[src/rtl/universal_shift_reg_param.sv]
// Universal shift register: single-step hold/shift/rotate/ASR/load, plus a
// multi-cycle shift engine (IDLE/RUN) that repeats one shift op amt times.
module universal_shift_reg_param #(
    parameter int WIDTH = 8,
    parameter int AMT_W = 4
) (
    input  logic             clk,
    input  logic             rst,
    input  logic             en,
    input  logic [2:0]       mode,
    input  logic [WIDTH-1:0] p_din,
    input  logic             s_left_din,
    input  logic             s_right_din,
    input  logic             start,
    input  logic [AMT_W-1:0] amt,
    output logic [WIDTH-1:0] p_dout,
    output logic             s_left_dout,
    output logic             s_right_dout,
    output logic             busy,
    output logic             done
);

    typedef enum logic {
        S_IDLE = 1'b0,
        S_RUN  = 1'b1
    } state_t;

    state_t           state_q, state_d;
    logic [WIDTH-1:0] q_q, q_d;
    logic [AMT_W-1:0] cnt_q, cnt_d;
    logic [2:0]       op_q, op_d;
    logic             done_q, done_d;

    function automatic logic [WIDTH-1:0] step_op(
        input logic [2:0]       op,
        input logic [WIDTH-1:0] q,
        input logic             sl_in,
        input logic             sr_in,
        input logic [WIDTH-1:0] pd
    );
        logic [WIDTH-1:0] r;
        r = q;
        case (op)
            3'd1:    r = {sr_in, q[WIDTH-1:1]};
            3'd2:    r = {q[WIDTH-2:0], sl_in};
            3'd3:    r = pd;
            3'd4:    r = {q[0], q[WIDTH-1:1]};
            3'd5:    r = {q[WIDTH-2:0], q[WIDTH-1]};
            3'd6:    r = {q[WIDTH-1], q[WIDTH-1:1]};
            default: r = q;
        endcase
        return r;
    endfunction

    // Only modes that move bits around can be repeated by the run engine.
    function automatic logic is_shift(input logic [2:0] m);
        return (m == 3'd1) || (m == 3'd2) || (m == 3'd4) ||
               (m == 3'd5) || (m == 3'd6);
    endfunction

    always_ff @(posedge clk or posedge rst) begin
        if (rst) begin
            state_q <= S_IDLE;
            q_q     <= '0;
            cnt_q   <= '0;
            op_q    <= '0;
            done_q  <= 1'b0;
        end else begin
            state_q <= state_d;
            q_q     <= q_d;
            cnt_q   <= cnt_d;
            op_q    <= op_d;
            done_q  <= done_d;
        end
    end

    // done is a pulse: it drops on the next edge even while en is low.
    always_comb begin
        state_d = state_q;
        q_d     = q_q;
        cnt_d   = cnt_q;
        op_d    = op_q;
        done_d  = 1'b0;
        if (en) begin
            case (state_q)
                S_IDLE: begin
                    if (start && is_shift(mode)) begin
                        if (amt != '0) begin
                            state_d = S_RUN;
                            op_d    = mode;
                            cnt_d   = amt;
                        end else begin
                            done_d = 1'b1;
                        end
                    end else begin
                        q_d = step_op(mode, q_q, s_left_din, s_right_din, p_din);
                    end
                end
                S_RUN: begin
                    q_d   = step_op(op_q, q_q, s_left_din, s_right_din, p_din);
                    cnt_d = cnt_q - AMT_W'(1);
                    if (cnt_q == AMT_W'(1)) begin
                        state_d = S_IDLE;
                        done_d  = 1'b1;
                    end
                end
                default: state_d = S_IDLE;
            endcase
        end
    end

    always_comb begin
        p_dout       = q_q;
        s_left_dout  = q_q[WIDTH-1];
        s_right_dout = q_q[0];
        busy         = (state_q == S_RUN);
        done         = done_q;
    end

endmodule

[config.mk]
export PLATFORM = sky130hd
export DESIGN_NAME = universal_shift_reg_param
export DESIGN_NICKNAME = d
export VERILOG_FILES = /design/src/rtl/universal_shift_reg_param.sv
export SDC_FILE = /design/constraint.sdc
export NUM_CORES = 1
export LEC_CHECK = 0
export BUFFER_PORTS_ARGS = -buffer_cell sky130_fd_sc_hd__buf_2
export CAP_MARGIN = 30
export CORE_AREA = 2 2 76 56
export DETAILED_ROUTE_END_ITERATION = 7
export DIE_AREA = 0 0 78 58
export GPL_TIMING_DRIVEN = 0
export PLACE_DENSITY = 0.64
export SLEW_MARGIN = 10
export SYNTH_ARGS = -nofsm -noshare
export SYNTH_HDL_FRONTEND = slang
export SYNTH_SLANG_ARGS = --single-unit
[constraint.sdc]
create_clock -name clk -period 4.15 [get_ports clk]
set_input_delay 0.415 -clock clk [delete_from_list [all_inputs] [get_ports clk]]
set_output_delay 0.415 -clock clk [all_outputs]
set_load 0.02 [all_outputs]
==> results.py, run 1 <==
metrics = {
    "sta": {
        "period_share_pct": 47.02,
        "fin_skew_ns": 0.005675,
        "setup_violations": 0,
        "slew_headroom_pct": 54.53,
        "tns_ns": 0,
        "slew_viol_final": 0,
        "final_hold_viol_count": 0,
        "period_minus_slack_ns": 1.951,
        "worst_pin_slew_ns": 0.6813,
        "max_freq_ghz": 0.5125,
        "rsz0062_at_grt": "no",
    },
    "cells_and_area": {
        "mostFrequentLayoutCell": "buf_2",
        "n_fill_cell": 382,
        "antenna_cells": 0,
        "synthToLayoutAreaGrowth_pct": 15.79,
        "design_area_sq_mm": 0.001946,
        "final_nets": 257,
        "layout_common_cells": "buf_2, a31oi_1, dfrtp_1",
        "drive_above_1_share_pct": 26.18,
        "stdcell_count": 285,
    },
    "critical_path": {
        "criticalPathCategory": "flip-flop to flip-flop",
        "max_stage_delay_ns": 0.49,
        "cp_max_fo": 6,
        "cp_slowest_cell": "o311ai_1",
        "crit_path_end_kind": "flip-flop",
        "worstPathArrival_ns": 2.07,
        "crit_chain": "clkbuf_1 -> o311ai_1 -> a31oi_1 -> a21oi_1 -> o31ai_1",
        "start_kind": "flip-flop",
        "required_ns": 4.27,
    },
    "pwr": {
        "power_density_mw_per_mm2": 702.3,
        "leakagePower_nw": 0.8379,
        "ir_drop_mv": 0.3209,
        "power_mw": 1.366,
    },
    "die": {
        "pin_count": 33,
        "die_area_sq_mm": 0.004524,
        "core_sq_mm": 0.003804,
        "die-width_um": 78,
        "rows": 19,
        "fp.dieH_um": 58,
        "start_util_pct": 44.18,
    },
    "yosys": {
        "synthTopCellsByArea": "dfrtp_1, mux2i_1, a31oi_1",
        "syn-cell-area_sq_mm": 0.001680,
        "synth_edf_count": 0,
        "yosys_warnings": 0,
        "syn_avg_cell_area_sq_um": 8.487,
        "yosys.area.top_type": "dfrtp_1",
        "async_flop_share_pct": 100.0,
        "syn-num-nets": 221,
        "syn_inst": 198,
        "synth-seq-cells": 17,
        "ys.flop_type": "dfrtp_1",
        "synth_top_area_share_pct": 25.32,
        "synth_cell_types": 46,
        "ys_seq_area_share_pct": 25.32,
    },
    "grt": {
        "grt_start_max_net_pins": 18,
        "grt_pass1_wl_um": 8217,
        "grt_remaining_overflow": 0,
        "antenna_found_initial": 0,
        "grt_pass1_vias": 1631,
        "grt_use_total_pct": 23.22,
    },
    "worst_hold_path": {
        "hp-class": "input pin to async pin",
    },
    "clocking": {
        "clk_pin_slew_ns": 0.07,
        "clkLatencyLatePin_ns": 0.26,
        "cts-htree-levels": 1,
        "cts_tree": "done",
        "ctsResizeCount": 0,
        "cts.sinks": 17,
        "root_buffer": "clkbuf_8",
        "cts_setup_buffers": 0,
        "ctsHoldBuffers": 0,
        "clockBufferDepth": 2,
        "cts_buffers": 3,
    },
    "placement": {
        "placed_area_sq_mm": 0.001901,
        "finalWeightedCongestion": 0.9485,
        "dp_cells": 281,
        "port-buffer-count": 31,
        "hpwlAfterDp_um": 3594,
    },
    "detailed_routing": {
        "dr_total_vias": 1779,
        "routedWlPerCell_um": 17.52,
        "drc": 0,
        "routed_wl_um": 4992,
        "dr.pass1.iters": 4,
        "drtIter0Drc": 146,
        "via_per_inst": 6.242,
        "final_antenna_net_count": 0,
    },
    "flow_run": {
        "maxCapViolations": 0,
    },
    "outcome": {
        "outcome": "completed",
    },
}
## state kept, by name, summed over array words and instances, names as in the netlist
name	count
busy	1
cnt_q	4
done	1
op_q	3
p_dout	8
## synthesized netlist by cell type (2+ instances only)
master / instances
nor2b_1: 2
a21o_1: 2
o31ai_1: 4
o221a_2: 6
nand3_1: 6
dfrtp_1: 17
buf_2: 8
nand2b_1: 8
a21boi_0: 2
buf_4: 2
nor3_1: 4
ha_1: 2
nand2_1: 9
nand3b_1: 2
inv_1: 14
o21ai_0: 8
o211ai_1: 10
mux2_2: 3
o21a_1: 4
mux2i_1: 15
buf_1: 2
a21oi_1: 8
a31oi_1: 18
clkbuf_1: 5
o2111ai_1: 3
o22ai_1: 3
o221ai_1: 4
nor2_1: 6
a211oi_1: 4
## worst max-delay path: cells and delay by family, from the launching register on
kind	cells	cell delay, ns
AO/OA/AOI/OAI	4	1.29
buffers and inverters	1	0.17
flip-flops	1	0.36
## metrics by stage
stage	setup slack [ns]	utilization, %	hold slack [ns]
6_report	2.199	51.15	0.2478
5_1_grt	2.120	51.15	0.3139
4_1_cts	2.264	51.15	0.2757
3_5_place_dp	2.280	49.97	0.5475
3_3_place_gp	2.236	49.97	0.5421
2_1_floorplan	2.406	-	0.3411
## final timing paths
kind,from,to,slack [ns],depth (start not counted)
max in group asynchronous,rst,op_q[2],3.47,2
hold reg to reg,cnt_q[3],cnt_q[3],0.57,2
setup / recovery,op_q[0],p_dout[1],2.20,5
hold / removal,rst,p_dout[4],0.25,2
min in group clk,amt[3],done,0.50,4
setup reg to reg,op_q[0],p_dout[1],2.20,5
## kinds of logic (layout without fill, tap and decap cells)
group,after synthesis,after routing,share of synthesized area [%]
AOI/OAI and AO/OA,84,84,37.38
DFF,17,17,25.32
and+or+nand+nor,45,45,16.23
muxes,18,18,10.95
adders and majority gates,2,2,1.489
buffers and inverters,32,67,8.637
## report_power, final
group	switching (mW)	total, mW	internal (mW)
clock	0.0616	0.130	0.0683
combinational	0.501	0.858	0.357
sequential	0.133	0.378	0.245
## cell type report
cell class | count | area [sq um] | area share, %
multi-input cells | 149 | 1110 | 57.04
flip-flops and latches | 17 | 425.4 | 21.86
repair buffers | 31 | 155.1 | 7.974
plain buffers | 18 | 92.59 | 4.759
well taps | 52 | 65.06 | 3.344
inverters | 14 | 52.55 | 2.701
clock buffers | 4 | 45.04 | 2.315
## per-layer routing
| metal | wire length (um) | share of wire [%] | vias up | track usage, % |
|---|---|---|---|---|
| met5 | 0 | 0 | - | 0 |
| met4 | 31 | 0.62 | 0 | 5.263 |
| met3 | 380 | 7.6 | 6 | 3.894 |
| met2 | 2134 | 43 | 94 | 32.39 |
| met1 | 2446 | 49 | 837 | 37.06 |
| li1 | - | - | 842 | - |
(Power assumes the default switching activity.)
==> run 2, diff against run 1 <==
--- a/config.mk
+++ b/config.mk
@@ -5,13 +5,14 @@
 export SDC_FILE = /design/constraint.sdc
 export NUM_CORES = 1
 export LEC_CHECK = 0
+export ABC_AREA = 1
 export BUFFER_PORTS_ARGS = -buffer_cell sky130_fd_sc_hd__buf_2
 export CAP_MARGIN = 30
-export CORE_AREA = 2 2 76 56
+export CORE_AREA = 2 2 72 54
 export DETAILED_ROUTE_END_ITERATION = 7
-export DIE_AREA = 0 0 78 58
+export DIE_AREA = 0 0 74 56
 export GPL_TIMING_DRIVEN = 0
-export PLACE_DENSITY = 0.64
+export PLACE_DENSITY = 0.67
 export SLEW_MARGIN = 10
 export SYNTH_ARGS = -nofsm -noshare
 export SYNTH_HDL_FRONTEND = slang
==> constraint.sdc (replaced) <==
create_clock -name clk -period 1.7 [get_ports clk]
set_input_delay 0.17 -clock clk [delete_from_list [all_inputs] [get_ports clk]]
set_output_delay 0.17 -clock clk [all_outputs]
set_load 0.02 [all_outputs]
==> results.py, run 2 <==
metrics = {
    "detailed_routing": {
        "final_antenna_net_count": 0,
        "routedWlPerCell_um": 11.89,
        "drc": 0,
        "drtIter0Drc": 128,
        "dr.pass1.iters": 4,
        "via_per_inst": 4.849,
        "routed_wl_um": 3946,
        "dr_total_vias": 1610,
    },
    "placement": {
        "place_ws_ns": 0.08579,
        "finalWeightedCongestion": 0.8298,
        "port-buffer-count": 31,
        "hpwlAfterDp_um": 3044,
        "dp_cells": 328,
    },
    "sta": {
        "rsz0062_at_grt": "no",
        "worst_pin_slew_ns": 0.7292,
        "setup_ws_ns": 0.2121,
        "tns_ns": 0,
        "max_freq_ghz": 0.6721,
        "slew_headroom_pct": 51.33,
        "fin_skew_ns": 0.001663,
        "period_minus_slack_ns": 1.488,
        "setup_violations": 0,
        "period_share_pct": 87.52,
        "final_hold_viol_count": 0,
        "holdWs_ns": 0.01916,
        "slew_viol_final": 0,
    },
    "yosys": {
        "synth-compound-area-share_pct": 7.349,
        "yosys.area.top_type": "nand2_1",
        "synth_top_area_share_pct": 30.22,
        "synth-seq-cells": 17,
        "synth.most_common_cell": "nand2_1",
        "synth_top_family_by_area": "simple AND/OR/NAND/NOR gates",
        "syn_avg_cell_area_sq_um": 6.134,
        "ys_seq_area_share_pct": 28.08,
        "synth-xor-area-share_pct": 0.5780,
        "synthAdderAreaFrac_pct": 1.652,
        "syn-cell-area_sq_mm": 0.001515,
        "synth_simple_gate_area_share_pct": 54.09,
        "async_flop_share_pct": 100.0,
        "muxShareOfSynthArea_pct": 0,
        "syn-num-nets": 270,
        "synth_edf_count": 0,
        "syn_inst": 247,
        "yosys_warnings": 0,
        "synth_cell_types": 28,
        "ys_top_cells_by_count": "nand2_1, nand3_1, dfrtp_1",
        "ys.flop_type": "dfrtp_1",
        "synthTopCellsByArea": "nand2_1, dfrtp_1, nand3_1",
    },
    "grt": {
        "grt_pass1_wl_um": 6824,
        "grt_pass1_vias": 1430,
        "grt_use_total_pct": 21.16,
        "grt_remaining_overflow": 0,
        "grt_start_max_net_pins": 18,
        "antenna_found_initial": 0,
    },
    "die": {
        "die-width_um": 74,
        "start_util_pct": 44.55,
        "rows": 18,
        "fp.dieH_um": 56,
        "pin_count": 33,
        "die_area_sq_mm": 0.004144,
        "core_sq_mm": 0.003401,
    },
    "clocking": {
        "ctsResizeCount": 0,
        "cts-htree-levels": 1,
        "clockBufferDepth": 2,
        "ctsHoldBuffers": 0,
        "cts_setup_buffers": 0,
        "clkLatencyLatePin_ns": 0.26,
        "cts_tree": "done",
        "root_buffer": "clkbuf_8",
        "cts.sinks": 17,
        "cts_buffers": 3,
        "clk_pin_slew_ns": 0.08,
    },
    "outcome": {
        "outcome": "completed",
    },
    "pwr": {
        "leakagePower_nw": 1.005,
        "ir_drop_mv": 0.7716,
        "power_mw": 2.865,
        "clkPwrFrac_pct": 11.5,
        "switchingPower_mw": 1.517,
        "power_density_mw_per_mm2": 1602,
        "p_seq_share_pct": 27.9,
        "swShare_pct": 52.93,
        "internal-power_mw": 1.349,
        "combPwrFrac_pct": 60.6,
    },
    "critical_path": {
        "crit_chain": "buf_2 -> inv_2 -> nand2_1 -> nand3_1 -> nor2_1 -> nor2_2 -> nand3_4 -> inv_4 -> nand2_1 -> nand2_1",
        "cp_slowest_cell": "dfrtp_1",
        "required_ns": 1.90,
        "criticalPathCategory": "flip-flop to flip-flop",
        "crit_top_cell": "nand2_1",
        "reg2reg_slack_ns": 0.21,
        "r2r_end": "p_dout[5]",
        "start_kind": "flip-flop",
        "reg2reg_from": "op_q[2]",
        "worstPathArrival_ns": 1.69,
        "ff2ff_path_depth": 10,
        "crit_path_end_kind": "flip-flop",
        "cp_max_fo": 8,
        "max_stage_delay_ns": 0.36,
    },
    "cells_and_area": {
        "final_nets": 306,
        "stdcell_count": 332,
        "largest_reg_flops": 8,
        "synthToLayoutAreaGrowth_pct": 18.08,
        "mostFrequentLayoutCell": "nand2_1",
        "layout_common_cells": "nand2_1, buf_2, nand3_1",
        "antenna_cells": 0,
        "drive_above_1_share_pct": 22.34,
        "n_fill_cell": 362,
    },
    "flow_run": {
        "maxCapViolations": 0,
    },
    "worst_hold_path": {
        "hp-class": "input pin to async pin",
    },
}
==> run 2: power groups by stage <==
stage / sequential (mW) / clock (mW) / combinational (mW)
after floorplan: 0.869 / 0 / 1.18
final: 0.800 / 0.330 / 1.74
after global placement: 0.804 / 0 / 1.70
after CTS: 0.795 / 0.339 / 1.72
after detailed placement: 0.804 / 0 / 1.71
after global routing: 0.832 / 0.356 / 1.98
==> run 2: cell type report <==
cell class              instances  area (sq um)  area share (%)
multi-input cells             201         970.9           54.27
flip-flops and latches         17         425.4           23.78
repair buffers                 31         155.1           8.671
inverters                      22         85.08           4.755
well taps                      50         62.56           3.496
clock buffers                   3         41.29           2.308
plain buffers                   7         41.29           2.308
clock inverters                 1         7.507          0.4196
==> run 2: metrics by stage <==
stage	instance area (sq um)	utilization, %
after floorplan	1515	-
after global placement	1733	50.96
after detailed placement	1733	50.96
after CTS	1782	52.39
after global routing	1789	52.61
final	1789	52.61
==> run 2: worst max-delay path by stage <==
stage / from / end / slack (ns) / cells after the start
floorplan: busy / cnt_q[1] / 0.30 / 6
finish: op_q[2] / p_dout[5] / 0.21 / 10
global route: op_q[2] / p_dout[0] / 0.07 / 11
global placement: busy / p_dout[6] / 0.1 / 7
CTS: busy / cnt_q[1] / 0.08 / 6
detailed placement: busy / cnt_q[1] / 0.09 / 6
==> run 2: kinds of logic (layout without fill, tap and decap cells) <==
logic type | after synthesis | after routing
flops | 17 | 17
simple gates | 179 | 179
buf+inv | 29 | 64
xor+xnor | 1 | 1
fa+ha+maj | 2 | 2
compound gates | 19 | 19
==> run 2: worst max-delay path: cells and delay by family, from the launching register on <==
kind / cells / cell delay [ns]
and+or+nand+nor: 7 / 0.70
buffers and inverters: 3 / 0.37
DFF: 1 / 0.36
==> run 2: per-layer routing <==
layer	share of wire [%]	global-route usage, %
met1	51	33.59
met2	40	28.19
met3	8.0	4.348
met4	0.53	5.714
met5	0	0
==> run 3, diff against run 2 <==
--- a/config.mk
+++ b/config.mk
@@ -11,8 +11,8 @@
 export CORE_AREA = 2 2 72 54
 export DETAILED_ROUTE_END_ITERATION = 7
 export DIE_AREA = 0 0 74 56
-export GPL_TIMING_DRIVEN = 0
 export PLACE_DENSITY = 0.67
+export RECOVER_POWER = 25
 export SLEW_MARGIN = 10
 export SYNTH_ARGS = -nofsm -noshare
 export SYNTH_HDL_FRONTEND = slang
==> results.py, run 3 (same netlist as run 2, synthesis figures left out) <==
metrics = {
    "outcome": {
        "outcome": "completed",
    },
    "grt": {
        "top_usage_layer": "met1",
        "gr-usage-met1_pct": 34.67,
        "grt_pass1_vias": 1416,
        "antenna_found_initial": 0,
        "grtUsageMet2_pct": 27.42,
        "use_met3_pct": 3.804,
        "grt_pass1_wl_um": 6734,
        "grt_start_max_net_pins": 18,
        "grt_use_total_pct": 20.98,
        "grt_remaining_overflow": 0,
    },
    "pwr": {
        "switchingPower_mw": 1.509,
        "swShare_pct": 53.31,
        "clkPwrFrac_pct": 10.9,
        "p_seq_share_pct": 30.3,
        "combPwrFrac_pct": 58.8,
        "internal-power_mw": 1.322,
        "power_density_mw_per_mm2": 1611,
        "ir_drop_mv": 0.8098,
        "leakagePower_nw": 0.9879,
    },
    "die": {
        "rows": 18,
        "start_util_pct": 44.55,
        "fp.dieH_um": 56,
        "pin_count": 33,
        "core_sq_mm": 0.003401,
        "die_area_sq_mm": 0.004144,
        "die-width_um": 74,
    },
    "clocking": {
        "clkLatencyLatePin_ns": 0.25,
        "clk_pin_slew_ns": 0.07,
        "cts_setup_buffers": 0,
        "cts_buffers": 3,
        "root_buffer": "clkbuf_8",
        "cts_tree": "done",
        "ctsResizeCount": 0,
        "ctsHoldBuffers": 0,
        "clockBufferDepth": 2,
        "cts.sinks": 17,
        "cts-htree-levels": 1,
    },
    "critical_path": {
        "r2r_end": "p_dout[0]",
        "cp_max_fo": 8,
        "start_kind": "flip-flop",
        "ff2ff_path_depth": 7,
        "worstPathArrival_ns": 1.69,
        "crit_buf_inv": 0,
        "cp_top_family": "simple AND/OR/NAND/NOR gates",
        "required_ns": 1.89,
        "cp_slowest_cell": "nor3_2",
        "crit_top_cell": "nand2_1",
        "reg2reg_from": "op_q[2]",
        "max_stage_delay_ns": 0.51,
        "crit_chain": "nor3_2 -> nand2_1 -> nand3_1 -> nand2_1 -> nand2_1 -> nand2_1 -> nand2_1",
        "reg2reg_slack_ns": 0.20,
        "criticalPathCategory": "flip-flop to flip-flop",
        "crit_path_end_kind": "flip-flop",
    },
    "cells_and_area": {
        "multi_input_area_sq_um": 964.7,
        "drive_above_1_share_pct": 21.22,
        "stdcell_count": 328,
        "largest_reg_flops": 8,
        "n_fill_cell": 352,
        "seq_area_sq_um": 425.4,
        "fin_util_pct": 51.69,
        "mostFrequentLayoutCell": "nand2_1",
        "antenna_cells": 0,
        "design_area_sq_mm": 0.001758,
        "synthToLayoutAreaGrowth_pct": 16.02,
        "layout_common_cells": "nand2_1, buf_2, nand3_1",
        "final_nets": 302,
    },
    "sta": {
        "holdWs_ns": 0.002260,
        "fin_skew_ns": 0.006030,
        "slew_headroom_pct": 55.12,
        "period_share_pct": 88.23,
        "slew_viol_final": 0,
        "worst_pin_slew_ns": 0.6725,
        "rsz0062_at_grt": "no",
        "tns_ns": 0,
        "max_freq_ghz": 0.6667,
        "setup_violations": 0,
        "final_hold_viol_count": 0,
        "period_minus_slack_ns": 1.500,
    },
    "placement": {
        "port-buffer-count": 32,
        "dp_cells": 324,
        "hpwlAfterDp_um": 3107,
        "finalWeightedCongestion": 0.9176,
        "placed_area_sq_mm": 0.001713,
    },
    "detailed_routing": {
        "via_per_inst": 4.805,
        "routedWlPerCell_um": 12.35,
        "drtIter0Drc": 92,
        "final_antenna_net_count": 0,
        "drc": 0,
        "dr_total_vias": 1576,
        "routed_wl_um": 4050,
        "dr.pass1.iters": 4,
    },
    "worst_hold_path": {
        "hp-class": "input pin to async pin",
    },
    "flow_run": {
        "maxCapViolations": 0,
    },
}
==> run 3: cell count changes in the layout (fill, tap and decap cells not counted), sizes merged <==
| cell | delta |
|---|---|
| clkbuf | -1 |
| buf | -2 |
| clkinvlp | -1 |
==> run 3: power groups by stage <==
stage	Combinational [mW]	Sequential (mW)	Clock (mW)
floorplan	1.18	0.869	0
global placement	1.66	0.858	0
detailed placement	1.65	0.853	0
CTS	1.66	0.847	0.313
global route	1.88	0.887	0.336
finish	1.66	0.858	0.309
==> run 3: layout make-up <==
| type | count | area share (%) |
|---|---|---|
| Clock buffer | 4 | 2.562 |
| Multi-Input combinational cell | 201 | 54.88 |
| Sequential cell | 17 | 24.20 |
| Timing Repair Buffer | 34 | 9.964 |
| Inverter | 22 | 4.840 |
| Tap cell | 50 | 3.559 |
==> run 3: worst register-to-register path: stages, from the launching register on <==
cell and delay (ns):
dfrtp_1 0.47, nor3_2 0.51, nand2_1 0.10, nand3_1 0.10, nand2_1 0.05, nand2_1 0.10
nand2_1 0.06, nand2_1 0.05
==> run 3: stage by stage <==
stage	worst slack [ns]	total power, mW
4_1_cts	0.2066	2.817
6_report	0.2000	2.831
5_1_grt	0.07113	3.098
3_3_place_gp	0.1629	2.520
2_1_floorplan	0.2997	2.048
3_5_place_dp	0.2256	2.507
==> run 3: worst max path at each step <==
| stage | startpoint | end | slack, ns | cells after the start |
|---|---|---|---|---|
| after CTS | op_q[2] | p_dout[4] | 0.21 | 7 |
| after global routing | op_q[0] | p_dout[0] | 0.07 | 8 |
| after floorplan | busy | cnt_q[1] | 0.30 | 6 |
| after detailed placement | op_q[2] | p_dout[4] | 0.23 | 7 |
| final | op_q[2] | p_dout[0] | 0.20 | 7 |
| after global placement | op_q[2] | p_dout[4] | 0.16 | 7 |
==> run 3: layer usage <==
metal	part of all wire, %	vias up	routed length (um)
met5	0	-	0
met4	0.44	0	18
met3	9.1	2	367
met2	38	55	1540
met1	52	678	2123
li1	-	841	-
